===== src/rtl/serial_arith_pkg.sv =====
`default_nettype none
// ============================================================================
//  Module      : serial_arith_pkg
//  Description : Shared definitions for the bit-serial arithmetic blocks:
//                controller state encoding, default operand width and a
//                ceiling-log2 helper used to size bit counters.
//  Ports       : none (package)
//  Revision    : 1.0 - initial release
// ============================================================================
package serial_arith_pkg;

   // Controller states. Encoding 2'd3 is unused and decodes back to IDLE.
   typedef enum logic [1:0] {
      IDLE = 2'd0,
      RUN  = 2'd1,
      DONE = 2'd2
   } state_t;

   localparam int c_default_width = 8;

   // Ceiling log2; clog2(1) = 0.
   function automatic int clog2(input int value);
      int result;
      result = 0;
      for (int v = value - 1; v > 0; v = v >> 1) begin
         result = result + 1;
      end
      return result;
   endfunction

endpackage : serial_arith_pkg
`default_nettype wire


===== src/rtl/subtractor_component.sv =====
`default_nettype none
// ============================================================================
//  Module      : subtractor_component
//  Description : Combinational one-bit full subtractor (A - B - borrow_in).
//  Ports       : A, B       - operand bits
//                borrow_in  - borrow from the less significant bit
//                D          - difference bit
//                borrow_out - borrow into the more significant bit
//  Revision    : 1.0 - initial release
// ============================================================================
module subtractor_component (
   input  logic A,
   input  logic B,
   input  logic borrow_in,
   output logic D,
   output logic borrow_out
);

   assign D          = A ^ B ^ borrow_in;
   // Borrow when B exceeds A outright, or when they are equal and a borrow
   // is already pending from below.
   assign borrow_out = (~A & B) | (~(A ^ B) & borrow_in);

endmodule : subtractor_component
`default_nettype wire


===== src/rtl/serial_subtractor.sv =====
`default_nettype none
// ============================================================================
//  Module      : serial_subtractor
//  Description : Bit-serial unsigned subtractor, D = A - B mod 2^WIDTH,
//                processed LSB first over WIDTH cycles with a single
//                full-subtractor cell and one borrow flop.
//  Ports       : clk, rst             - clock, synchronous active-high reset
//                in_valid / in_ready  - operand handshake (A, B)
//                out_valid / out_ready- result handshake (D, borrow_out)
//                A, B, D              - [0:WIDTH-1], index 0 = MSB
//                borrow_out           - 1 when A < B (unsigned)
//  Revision    : 1.0 - initial release
// ============================================================================
module serial_subtractor
   import serial_arith_pkg::*;
#(
   parameter int WIDTH = c_default_width
) (
   input  logic             clk,
   input  logic             rst,
   input  logic             in_valid,
   output logic             in_ready,
   input  logic [0:WIDTH-1] A,
   input  logic [0:WIDTH-1] B,
   output logic             out_valid,
   input  logic             out_ready,
   output logic [0:WIDTH-1] D,
   output logic             borrow_out
);

   // One extra bit so the counter can hold WIDTH without wrapping.
   localparam int c_cnt_w = clog2(WIDTH) + 1;

   state_t             r_state;
   state_t             w_state_next;
   logic [0:WIDTH-1]   r_a;
   logic [0:WIDTH-1]   r_b;
   logic [0:WIDTH-1]   r_d;
   logic               r_borrow;
   logic               r_borrow_out;
   logic [c_cnt_w-1:0] r_cnt;
   logic [c_cnt_w-1:0] w_idx;
   logic               w_last;
   logic               w_diff_bit;
   logic               w_borrow_bit;

   // The operand registers shift toward higher indices, so the bit under
   // process always sits at index WIDTH-1.
   subtractor_component u_cell (
      .A          (r_a[WIDTH-1]),
      .B          (r_b[WIDTH-1]),
      .borrow_in  (r_borrow),
      .D          (w_diff_bit),
      .borrow_out (w_borrow_bit)
   );

   assign w_last = (r_cnt == c_cnt_w'(WIDTH - 1));
   assign w_idx  = c_cnt_w'(WIDTH - 1) - r_cnt;

   // ---------------------------------------------------------------- FSM --
   always_ff @(posedge clk) begin
      if (rst) begin
         r_state <= IDLE;
      end else begin
         r_state <= w_state_next;
      end
   end

   always_comb begin
      w_state_next = r_state;
      case (r_state)
         IDLE:    if (in_valid && in_ready) w_state_next = RUN;
         RUN:     if (w_last)               w_state_next = DONE;
         DONE:    if (out_ready)            w_state_next = IDLE;
         default:                           w_state_next = IDLE;
      endcase
   end

   // ----------------------------------------------------------- datapath --
   always_ff @(posedge clk) begin
      if (rst) begin
         r_a          <= '0;
         r_b          <= '0;
         r_d          <= '0;
         r_borrow     <= 1'b0;
         r_borrow_out <= 1'b0;
         r_cnt        <= '0;
      end else begin
         case (r_state)
            IDLE: begin
               if (in_valid) begin
                  r_a      <= A;
                  r_b      <= B;
                  r_borrow <= 1'b0;
                  r_cnt    <= '0;
               end
            end
            RUN: begin
               r_a      <= {1'b0, r_a[0:WIDTH-2]};
               r_b      <= {1'b0, r_b[0:WIDTH-2]};
               r_borrow <= w_borrow_bit;
               r_cnt    <= r_cnt + c_cnt_w'(1);
               // Result bit lands at the same index its operands came from.
               for (int i = 0; i < WIDTH; i++) begin
                  if (w_idx == c_cnt_w'(i)) begin
                     r_d[i] <= w_diff_bit;
                  end
               end
               if (w_last) begin
                  r_borrow_out <= w_borrow_bit;
               end
            end
            default: begin
               // DONE and the illegal encoding hold the result.
            end
         endcase
      end
   end

   assign in_ready   = (r_state == IDLE);
   assign out_valid  = (r_state == DONE);
   assign D          = r_d;
   assign borrow_out = r_borrow_out;

endmodule : serial_subtractor
`default_nettype wire


===== config.mk =====
export PLATFORM = sky130hd
export DESIGN_NAME = serial_subtractor
export DESIGN_NICKNAME = d
export VERILOG_FILES = /design/src/rtl/serial_arith_pkg.sv /design/src/rtl/subtractor_component.sv /design/src/rtl/serial_subtractor.sv
export SDC_FILE = /design/constraint.sdc
export NUM_CORES = 1
export LEC_CHECK = 0
export ABC_AREA = 1
export CORE_ASPECT_RATIO = 1.75
export CORE_MARGIN = 2
export CORE_UTILIZATION = 50
export DETAILED_ROUTE_END_ITERATION = 6
export GPL_ROUTABILITY_DRIVEN = 0
export PLACE_DENSITY = 0.84
export SKIP_LAST_GASP = 1
export SYNTH_ARGS = -nofsm -noshare
export SYNTH_HDL_FRONTEND = slang
export SYNTH_HIERARCHICAL = 1
export SYNTH_SLANG_ARGS = --single-unit

===== constraint.sdc =====
create_clock -name clk -period 1.8 [get_ports clk]
set_input_delay 0.27 -clock clk [delete_from_list [all_inputs] [get_ports clk]]
set_output_delay 0.27 -clock clk [all_outputs]
set_load 0.01 [all_outputs]

==> summary.md, run 1 <==
| Metric | Value |
|---|---|
| Total global routing track utilization | 22.72% |
| Clock tree from TritonCTS | built |
| Post-Synthesis Net Count | 252 |
| Post-Place Cell Area | 1863 um2 |
| Combined area of all synthesized cells | 1543 um2 |
| Maximum number of pins on one net before global-route repair | 20 |
| Final Critical Period | 1718 ps |
| Cell count after synthesis | 227 |
| Clock Tree Root | sky130_fd_sc_hd__clkbuf_8 |
| Worst setup SP type | register |
| Relative max-transition margin | 71.12% |
| CP cell instances | inv_2 > nor2_1 > clkdlybuf4s50_1 |
| CP peak stage delay | 560 ps |
| Post-CTS Hold Buffers | 0 |
| Kind of end point of the critical path | output port |
| Status | finished clean |
| CTS buffer count | 5 |
| Antenna fix cells | 0 |
| Core Box Area | 2928 um2 |
| Ranking of synthesized cells by area | sky130_fd_sc_hd__dfxtp_1 42%, sky130_fd_sc_hd__nor2_1 12%, sky130_fd_sc_hd__nand3_1 10%, sky130_fd_sc_hd__inv_1 6.8%, sky130_fd_sc_hd__nand2_1 6.6% |
| Synth warn | 6 |
| Critical setup path kind | register to output port |
| Leak | 0.0008637 uW |
| Fraction of layout cells with a size suffix above 1 | 8.494% |
| Iteration-0 DRC count of the detailed router | 31 |
| Total number of vias | 1528 |
| Synth Area per Inst | 6.796 um2 |
| Highest-delay cell along the critical path | sky130_fd_sc_hd__clkdlybuf4s50_1 |
| First-pass GRT wire length | 6016 um |
| Sequential share of the synthesized area | 41.52% |
| Drt first pass iters | 4 |
| Worst Hold Class | register to register |
| Number of rows in the core area | 26 |
| Drt drc | 0 |
| Total setup violations reported at the end of the flow | 0 |
| Maximum count of clock buffers along a single path | 2 |
| Data arrival, critical path | 1450 ps |
| DRT antenna net count | 0 |
| Full die area | 3563 um2 |
| Overflow left after global routing | 0 |
| Share of the core filled with cells | 68.03% |
| Design Area, Final | 1992 um2 |
| Yosys top cell area share | 41.52% |
| Data required time of the critical path | 1530 ps |
| Floorplan die height | 77.48 um |
| Worst-case clock skew | 6.946 ps |
| Depth of the CTS H-tree | 2 |
| Width of the chip | 45.99 um |
| Number of pins with negative max-slew slack in the final report | 0 |
| Final routed wire length divided by cell count | 12.80 um |
| Most common cell in the netlist | sky130_fd_sc_hd__nor2_1 |
| Antenna violations before repair | 0 |
| IR drop worst, VDD | 0.0007141 V |
| Asr flop ratio synth | 0% |
| Vias in the first global route | 1458 |
| Starting density of the core | 52.69% |
| Yosys cell types | 20 |
| Setup repair after global routing missed its margin | no |
| Highest clock rate | 582.2 MHz |
| Buf+Inv Stages, Crit Path | 2 |
| Worst-skew pair later-pin latency | 280 ps |
| Count of boundary I/O pins | 31 |
| Detailed Route WL | 3673 um |
| Post-synth top area cell | sky130_fd_sc_hd__dfxtp_1 |
| Dominant delay contributor by cell family on the critical path | buffers and inverters |
| Most common library cells after synthesis | 49 x sky130_fd_sc_hd__nor2_1, 32 x sky130_fd_sc_hd__dfxtp_1, 32 x sky130_fd_sc_hd__nand3_1 |
| Clock-pin slew reported for the worst setup and hold paths after clock tree synthesis | 60 ps |
| Main flop type after synthesis | sky130_fd_sc_hd__dfxtp_1 |
| Fill cell instance count of the final layout | 263 |
| Maximum capacitance violations | 0 |
| Post-DR vias/cell | 5.324 |
| Layout overhead on the synthesized area | 29.12% |
| I/O Buffers | 30 |
| FF/Latch Area | 643.1 um2 |
| Number of enable flip-flop cells after synthesis | 0 |
| Number of clock sinks | 32 |
| HPWL after detailed placement | 2571 um |
| #FFs+latches synth | 32 |
| Final Hold Fails | 0 |
| Maximum fanout along the worst path | 7 |
| Final worst path period share | 95.43% |
| Actual transition at the worst max-transition pin | 432.7 ps |
| Area occupied by multi-input gates | 737.0 um2 |
| Power Density | 858.7 nW/um2 |
| Total negative slack for setup checks | 0 ps |
| Final #Nets | 283 |
[through the flow]
stage / hold WS [ps] / cells / setup slack [ps] / power [uW]
floorplan: 412.7 / 227 / 427.1 / 893.1
global placement: 465.1 / 279 / 292.5 / 972.6
detailed placement: 465.8 / 279 / 305.3 / 977.4
CTS: 480.8 / 287 / 61.31 / 1718
global route: 488.7 / 287 / 33.90 / 1763
finish: 480.0 / 287 / 82.35 / 1710
[worst paths after layout]
check	cells past startpoint	slack, ps	from	endpoint
setup / recovery	3	80	r_state[1]$_SDFFE_PP0P_	out_valid
hold / removal	2	480	D[5]$_SDFFE_PP0P_	D[5]$_SDFFE_PP0P_
setup reg to reg	4	330	r_b[7]$_SDFFE_PP0P_	D[2]$_SDFFE_PP0P_
hold reg to reg	2	480	D[5]$_SDFFE_PP0P_	D[5]$_SDFFE_PP0P_
[state kept, by name, summed over array words and instances (netlist names)]
register	count
D	8
r_cnt	4
r_a	8
r_state	2
borrow_out	1
r_borrow	1
r_b	8
[area by class of cell]
type / instances / share of cell area [%]
clock inverters: 1 / 1.508
multi-input cells: 154 / 37.00
flip-flops and latches: 32 / 32.29
clock buffers: 7 / 4.837
inverters: 30 / 5.653
well taps: 28 / 1.759
repair buffers: 35 / 16.96
[kinds of logic (layout without fill, tap and decap cells)]
kind of cell / after synthesis / count (layout) / share of synthesized area (%)
fa+ha+maj: 5 / 5 / 4.542
flops: 32 / 32 / 41.52
compound gates: 28 / 28 / 9.165
simple gates: 121 / 121 / 34.06
buf+inv: 41 / 73 / 10.71
[layer usage]
metal	vias up	wire length (um)	track usage (%)
met3	13	171	5.349
li1	781	-	-
met4	0	132	12.29
met2	43	1940	39.58
met1	691	1428	23.04
met5	-	0	0
[where the power goes]
part | switching, uW | leakage (uW) | total, uW | internal (uW)
combinational | 113 | 0.000538 | 208 | 94.7
sequential | 20.6 | 0.000261 | 757 | 737
clock | 257 | 0.0000645 | 745 | 488
[worst reg2reg max path, stage by stage, from the launching register on]
cell                      delay [ps]
sky130_fd_sc_hd__dfxtp_1         340
sky130_fd_sc_hd__inv_1            60
sky130_fd_sc_hd__fa_1            600
sky130_fd_sc_hd__nor3_1          280
sky130_fd_sc_hd__nor2_1           90
[placed cells by master, fill, tap and decap left out]
cell,n
sky130_fd_sc_hd__a21oi_1,10
sky130_fd_sc_hd__a31oi_1,1
sky130_fd_sc_hd__buf_4,5
sky130_fd_sc_hd__bufinv_16,1
sky130_fd_sc_hd__clkbuf_8,7
sky130_fd_sc_hd__clkdlybuf4s50_1,30
sky130_fd_sc_hd__dfxtp_1,30
sky130_fd_sc_hd__dfxtp_2,2
sky130_fd_sc_hd__fa_1,1
sky130_fd_sc_hd__ha_1,4
sky130_fd_sc_hd__inv_1,28
sky130_fd_sc_hd__inv_2,2
sky130_fd_sc_hd__nand2_1,27
sky130_fd_sc_hd__nand2_2,3
sky130_fd_sc_hd__nand3_1,32
sky130_fd_sc_hd__nand4_1,3
sky130_fd_sc_hd__nor2_1,49
sky130_fd_sc_hd__nor2_2,1
sky130_fd_sc_hd__nor2_4,1
sky130_fd_sc_hd__nor3_1,5
sky130_fd_sc_hd__o21ai_0,11
sky130_fd_sc_hd__o21ai_1,6
[repair_timing]
| item | CTS | global route |
|---|---|---|
| resized for setup | 1 | 1 |
| cloned | 0 | 0 |
| setup buffers | 0 | 0 |
| endpoints found under the hold margin | 0 | 0 |
| setup endpoints to repair | 1 | 1 |
Power figures use the tool's default switching activity.
==> run 2, diff against run 1 <==
CTS_CLUSTER_DIAMETER = 150   (was unset)
SYNTH_HIERARCHICAL = unset   (was 1)
==> run 2 against run 1 <==
Effect of this change:
- largest cell class unchanged
- critical endpoint unchanged
- clock power shrank 35%
- register-to-register slack is essentially flat
- global-route usage shrank 0.87 points
- critical path depth is the same
- die area grew 0.53%
==> summary.md, run 2 <==
| Metric | Value |
|---|---|
| Post-Synthesis Net Count | 267 |
| Post-CTS Hold Buffers | 0 |
| Share of the core filled with cells | 67.01% |
| Clock-pin slew reported for the worst setup and hold paths after clock tree synthesis | 60 ps |
| Register-to-Register Setup Slack | 320 ps |
| Layout overhead on the synthesized area | 26.45% |
| Full die area | 3582 um2 |
| Yosys cell types | 16 |
| Number of clock sinks | 32 |
| Buf+Inv Stages, Crit Path | 2 |
| CP peak stage delay | 550 ps |
| Sequential share of the synthesized area | 41.29% |
| Final #Nets | 301 |
| #FFs+latches synth | 32 |
| Status | finished clean |
| Final Critical Period | 1713 ps |
| Starting density of the core | 52.99% |
| Synth Area per Inst | 6.411 um2 |
| First element of the critical path | r_state[1]$_SDFFE_PP0P_ |
| Final routed wire length divided by cell count | 10.66 um |
| Setup repair after global routing missed its margin | no |
| Fill cell instance count of the final layout | 265 |
| Post-Place Cell Area | 1893 um2 |
| Antenna fix cells | 0 |
| Depth of the CTS H-tree | 2 |
| Core Box Area | 2928 um2 |
| CTS buffer count | 5 |
| Number of enable flip-flop cells after synthesis | 0 |
| Most common cell in the netlist | sky130_fd_sc_hd__nor2_1 |
| Total number of vias | 1519 |
| Overflow left after global routing | 0 |
| Total of cells resized after clock tree synthesis | 0 |
| Fraction of layout cells with a size suffix above 1 | 6.204% |
| Maximum number of pins on one net before global-route repair | 18 |
| Number of rows in the core area | 26 |
| Yosys top cell area share | 41.29% |
| Count of boundary I/O pins | 31 |
| HPWL after detailed placement | 2397 um |
| Worst-case clock skew | 3.335 ps |
| Power Density | 752.0 nW/um2 |
| Drt first pass iters | 4 |
| Maximum count of clock buffers along a single path | 2 |
| Main flop type after synthesis | sky130_fd_sc_hd__dfxtp_1 |
| Antenna violations before repair | 0 |
| Data required time of the critical path | 1530 ps |
| DRT antenna net count | 0 |
| Relative max-transition margin | 71.22% |
| I/O Buffers | 30 |
| Dominant delay contributor by cell family on the critical path | buffers and inverters |
| Clock tree from TritonCTS | built |
| Total global routing track utilization | 21.84% |
| Post-DR vias/cell | 5.030 |
| Detailed Route WL | 3219 um |
| Leading cell types in the layout, fill and taps excluded | 63 x sky130_fd_sc_hd__nor2_1, 60 x sky130_fd_sc_hd__nand2_1, 32 x sky130_fd_sc_hd__dfxtp_1, 30 x sky130_fd_sc_hd__nand3_1, 30 x sky130_fd_sc_hd__clkdlybuf4s50_1 |
| FF-to-FF path depth | 5 |
| IR drop worst, VDD | 0.0005505 V |
| Commonest non-fill, non-tap cell in the layout | sky130_fd_sc_hd__nor2_1 |
| Kind of end point of the critical path | output port |
| Most common library cells after synthesis | 63 x sky130_fd_sc_hd__nor2_1, 60 x sky130_fd_sc_hd__nand2_1, 32 x sky130_fd_sc_hd__dfxtp_1 |
| Total negative slack for setup checks | 0 ps |
| Cell count after synthesis | 242 |
| Data arrival, critical path | 1440 ps |
| Vias in the first global route | 1423 |
| Floorplan die height | 77.69 um |
| Drt drc | 0 |
| Clock Tree Root | sky130_fd_sc_hd__clkbuf_8 |
| Worst setup SP type | register |
| Critical setup path kind | register to output port |
| Hold wc startpoint | D[4]$_SDFFE_PP0P_ |
| Total setup violations reported at the end of the flow | 0 |
| Final worst hold slack | 479.5 ps |
| Endpoint of the lowest-slack register-to-register path | r_b[1]$_SDFFE_PP0P_ |
| Worst-skew pair later-pin latency | 280 ps |
| Asr flop ratio synth | 0% |
| Design Area, Final | 1962 um2 |
| Post-CTS Setup Inserts | 0 |
| Combined area of all synthesized cells | 1551 um2 |
| Maximum capacitance violations | 0 |
| Maximum fanout along the worst path | 7 |
| Final Hold Fails | 0 |
| Highest clock rate | 583.7 MHz |
| Actual transition at the worst max-transition pin | 430.6 ps |
| Worst reg2reg startpoint | r_state[0]$_SDFFE_PP0P_ |
| Hold path endpoint | D[4]$_SDFFE_PP0P_ |
| Ranking of synthesized cells by area | sky130_fd_sc_hd__dfxtp_1 41%, sky130_fd_sc_hd__nor2_1 15%, sky130_fd_sc_hd__nand2_1 15%, sky130_fd_sc_hd__nand3_1 9.7%, sky130_fd_sc_hd__inv_1 5.8% |
| Final worst path period share | 95.18% |
| WHS Path Cells | 2 |
| Worst Hold Class | register to register |
| Leak | 0.0008680 uW |
| Iteration-0 DRC count of the detailed router | 49 |
| Highest-delay cell along the critical path | sky130_fd_sc_hd__clkdlybuf4s50_1 |
| Synth warn | 0 |
| CP cell instances | inv_2 > nor2_1 > clkdlybuf4s50_1 |
| Number of pins with negative max-slew slack in the final report | 0 |
| Post-synth top area cell | sky130_fd_sc_hd__dfxtp_1 |
| Width of the chip | 46.11 um |
| First-pass GRT wire length | 5851 um |
[run 2: changes by cell type after synthesis, sizes merged, moves of 2 or more]
cell | previous run | this run
buf | 7 | 10
clkbuf | 4 | 0
inv | 30 | 26
nand2 | 30 | 62
nand3 | 32 | 30
nand4 | 3 | 0
nor2 | 51 | 64
nor3 | 5 | 0
o21ai | 17 | 3
[run 2: metrics by stage]
stage / total power (uW) / setup WS [ps] / instances
floorplan: 915.1 / 587.7 / 242
global placement: 1003 / 303.8 / 297
detailed placement: 1008 / 248.6 / 297
CTS: 1490 / 66.36 / 302
global route: 1562 / 7.362 / 302
finish: 1475 / 86.80 / 302
[run 2: cells by family (layout without fill, tap and decap cells)]
kind of cell             Yosys count  count (layout)  share of synthesized area (%)
AND/OR/NAND/NOR                  157             157                          41.05
buffers and inverters             36              68                          9.274
flip-flops                        32              32                          41.29
AO/OA/AOI/OAI                     12              12                          3.870
adder cells (fa/ha/maj)            5               5                          4.516
[run 2: layer usage]
| metal | routed length, um | global-route usage, % | vias up |
|---|---|---|---|
| met4 | 79 | 10.86 | 0 |
| li1 | - | - | 801 |
| met5 | 0 | 0 | - |
| met1 | 1297 | 23.39 | 668 |
| met3 | 127 | 5.814 | 7 |
| met2 | 1715 | 36.94 | 43 |
[run 2: area by class of cell]
class	count	area [um2]	area share [%]
clock buffers	5	68.82	3.508
inverters	26	97.59	4.974
multi-input cells	174	767.0	39.09
flip-flops and latches	32	640.6	32.65
well taps	28	35.03	1.786
repair buffers	37	352.8	17.98
[run 2: tightest hold or removal path, cell delays in order (launching register included)]
cell and delay [ps]:
sky130_fd_sc_hd__dfxtp_1 320, sky130_fd_sc_hd__nor2_1 40, sky130_fd_sc_hd__nor2_1 80
[run 2: power breakdown]
part | switching (uW) | internal, uW
Sequential | 22.5 | 741
Combinational | 124 | 106
Clock | 233 | 248
[run 2: worst max-delay path by stage]
stage                                     end  slack [ps]  cells past startpoint
after floorplan             D[0]$_SDFFE_PP0P_         590                      6
after global placement    r_a[6]$_SDFFE_PP0P_         300                      6
after detailed placement  r_b[1]$_SDFFE_PP0P_         250                      6
after CTS                           out_valid          70                      3
after global routing                out_valid           7                      3
final                               out_valid          90                      3
==> run 3, diff against run 2 <==
GPL_TIMING_DRIVEN = 0   (was unset)
==> run 3 against run 2 <==
Effect of this change:
- sequential power decreased by 0.7%
- setup slack improved by 98 ps
- critical path type unchanged
- die area unchanged
- clock power increased by 23%
- largest cell class unchanged
- first-iteration DRC count decreased by 39%
==> summary.md, run 3 (synthesized netlist as in run 2, its figures left out) <==
| Metric | Value |
|---|---|
| Status | finished clean |
| Drt first pass iters | 7 |
| Hold path endpoint | r_state[1]$_SDFFE_PP0P_ |
| Share of the core filled with cells | 67.65% |
| Width of the chip | 46.11 um |
| Endpoint of the lowest-slack register-to-register path | r_b[1]$_SDFFE_PP0P_ |
| Leading cell types in the layout, fill and taps excluded | 63 x sky130_fd_sc_hd__nor2_1, 60 x sky130_fd_sc_hd__nand2_1, 31 x sky130_fd_sc_hd__dfxtp_1, 30 x sky130_fd_sc_hd__nand3_1, 26 x sky130_fd_sc_hd__clkdlybuf4s50_1 |
| Core Box Area | 2928 um2 |
| Vias in the first global route | 1410 |
| FF-to-FF path depth | 7 |
| Kind of end point of the critical path | output port |
| Data arrival, critical path | 1350 ps |
| Drt drc | 0 |
| Worst Hold Class | input port to register |
| Final #Nets | 303 |
| Iteration-0 DRC count of the detailed router | 30 |
| Post-Place Cell Area | 1867 um2 |
| Clock Tree Root | sky130_fd_sc_hd__clkbuf_8 |
| Layout overhead on the synthesized area | 27.66% |
| Worst setup SP type | register |
| IR drop worst, VDD | 0.0006658 V |
| CTS buffer count | 5 |
| Final worst path period share | 89.75% |
| Total global routing track utilization | 22.13% |
| WHS Path Cells | 2 |
| Fraction of layout cells with a size suffix above 1 | 7.554% |
| Total number of vias | 1512 |
| First-pass GRT wire length | 5844 um |
| Highest clock rate | 619.0 MHz |
| Overflow left after global routing | 0 |
| Post-CTS Hold Buffers | 0 |
| Worst-skew pair later-pin latency | 290 ps |
| Relative max-transition margin | 68.42% |
| Maximum count of clock buffers along a single path | 2 |
| Depth of the CTS H-tree | 2 |
| Leak | 0.0008990 uW |
| Hold wc startpoint | rst |
| Antenna fix cells | 0 |
| Actual transition at the worst max-transition pin | 473.7 ps |
| Total negative slack for setup checks | 0 ps |
| Data required time of the critical path | 1530 ps |
| Power Density | 801.1 nW/um2 |
| Final Critical Period | 1616 ps |
| Clock tree from TritonCTS | built |
| Register-to-Register Setup Slack | 410 ps |
| Final Hold Fails | 0 |
| Count of boundary I/O pins | 31 |
| Post-DR vias/cell | 4.941 |
| Maximum number of pins on one net before global-route repair | 11 |
| Starting density of the core | 52.99% |
| CP peak stage delay | 290 ps |
| Number of pins with negative max-slew slack in the final report | 0 |
| HPWL after detailed placement | 2389 um |
| Total setup violations reported at the end of the flow | 0 |
| I/O Buffers | 28 |
| Number of clock sinks | 32 |
| Number of rows in the core area | 26 |
| Worst reg2reg startpoint | r_state[0]$_SDFFE_PP0P_ |
| Final routed wire length divided by cell count | 10.92 um |
| Maximum capacitance violations | 0 |
| Clock-pin slew reported for the worst setup and hold paths after clock tree synthesis | 60 ps |
| Setup repair after global routing missed its margin | no |
| Design Area, Final | 1981 um2 |
| Antenna violations before repair | 0 |
| Worst-case clock skew | 1.423 ps |
| Maximum fanout along the worst path | 10 |
| Detailed Route WL | 3342 um |
| Commonest non-fill, non-tap cell in the layout | sky130_fd_sc_hd__nor2_1 |
| Critical setup path kind | register to output port |
| CP cell instances | buf_2 > nor2_4 > buf_4 > dlygate4sd2_1 |
| Fill cell instance count of the final layout | 255 |
| Highest-delay cell along the critical path | sky130_fd_sc_hd__dfxtp_1 |
| Floorplan die height | 77.69 um |
| Full die area | 3582 um2 |
| DRT antenna net count | 0 |
-- run 3: cell types whose count changed in the layout (fill, tap and decap cells not counted) --
cell	delta
sky130_fd_sc_hd__nor2_2	-1
sky130_fd_sc_hd__buf_1	+3
sky130_fd_sc_hd__clkbuf_8	+2
sky130_fd_sc_hd__buf_2	+6
sky130_fd_sc_hd__dlymetal6s2s_1	+1
sky130_fd_sc_hd__clkdlybuf4s50_1	-4
sky130_fd_sc_hd__dfxtp_2	+1
sky130_fd_sc_hd__buf_4	-5
sky130_fd_sc_hd__dfxtp_1	-1
sky130_fd_sc_hd__dlygate4sd2_1	+1
sky130_fd_sc_hd__nor2_4	+1
-- run 3: critical path, delay by kind of cell, from the launching register on --
| kind | cells | cell delay (ps) |
|---|---|---|
| buffers and inverters | 3 | 620 |
| AND/OR/NAND/NOR | 1 | 140 |
| flip-flops | 1 | 290 |
-- run 3: routing by layer --
layer | track usage, % | up-vias | share of wire (%)
met5 | 0 | - | 0
met4 | 12.57 | 0 | 2.6
met3 | 5.814 | 8 | 3.3
met2 | 36.81 | 36 | 55
met1 | 23.63 | 660 | 39
li1 | - | 808 | -
-- run 3: area by class of cell --
cell class,instances,area [um2],area share (%)
Tap cell,28,35.03,1.769
Clock buffer,7,96.34,4.864
Buffer,10,48.80,2.464
Multi-Input combinational cell,174,772.0,38.98
Sequential cell,32,641.9,32.41
Timing Repair Buffer,29,289.0,14.59
Inverter,26,97.59,4.927
-- run 3: timing repair --
item / in CTS / in global routing
setup endpoints to repair: 1 / 1
resized for setup: 3 / 2
pin swaps: 1 / 0
setup buffers: 1 / 0
-- run 3: report_power, final --
part           internal, uW  leakage [uW]  switching [uW]
clock                   340     0.0000503             254
combinational           102      0.000587             132
sequential              741      0.000262            18.2
total                  1180      0.000899             404
-- run 3: how the worst max path moves through the flow --
| stage | endpoint | start |
|---|---|---|
| 4_1_cts | out_valid | r_state[1]$_SDFFE_PP0P_ |
| 2_1_floorplan | D[0]$_SDFFE_PP0P_ | r_b[7]$_SDFFE_PP0P_ |
| 3_5_place_dp | in_ready | r_state[0]$_SDFFE_PP0P_ |
| 6_report | in_ready | r_state[0]$_SDFFE_PP0P_ |
| 3_3_place_gp | in_ready | r_state[0]$_SDFFE_PP0P_ |
| 5_1_grt | in_ready | r_state[0]$_SDFFE_PP0P_ |
-- run 3: through the flow --
step | hold WS, ps | power, uW | setup slack [ps] | instances
after floorplan | 412.8 | 915.1 | 587.7 | 242
final | 276.1 | 1587 | 184.5 | 306
after detailed placement | 473.1 | 1000 | 2.590 | 298
after global placement | 461.8 | 994.6 | 11.78 | 298
after CTS | 284.1 | 1592 | 14.55 | 306
after global routing | 277.8 | 1674 | 114.7 | 306
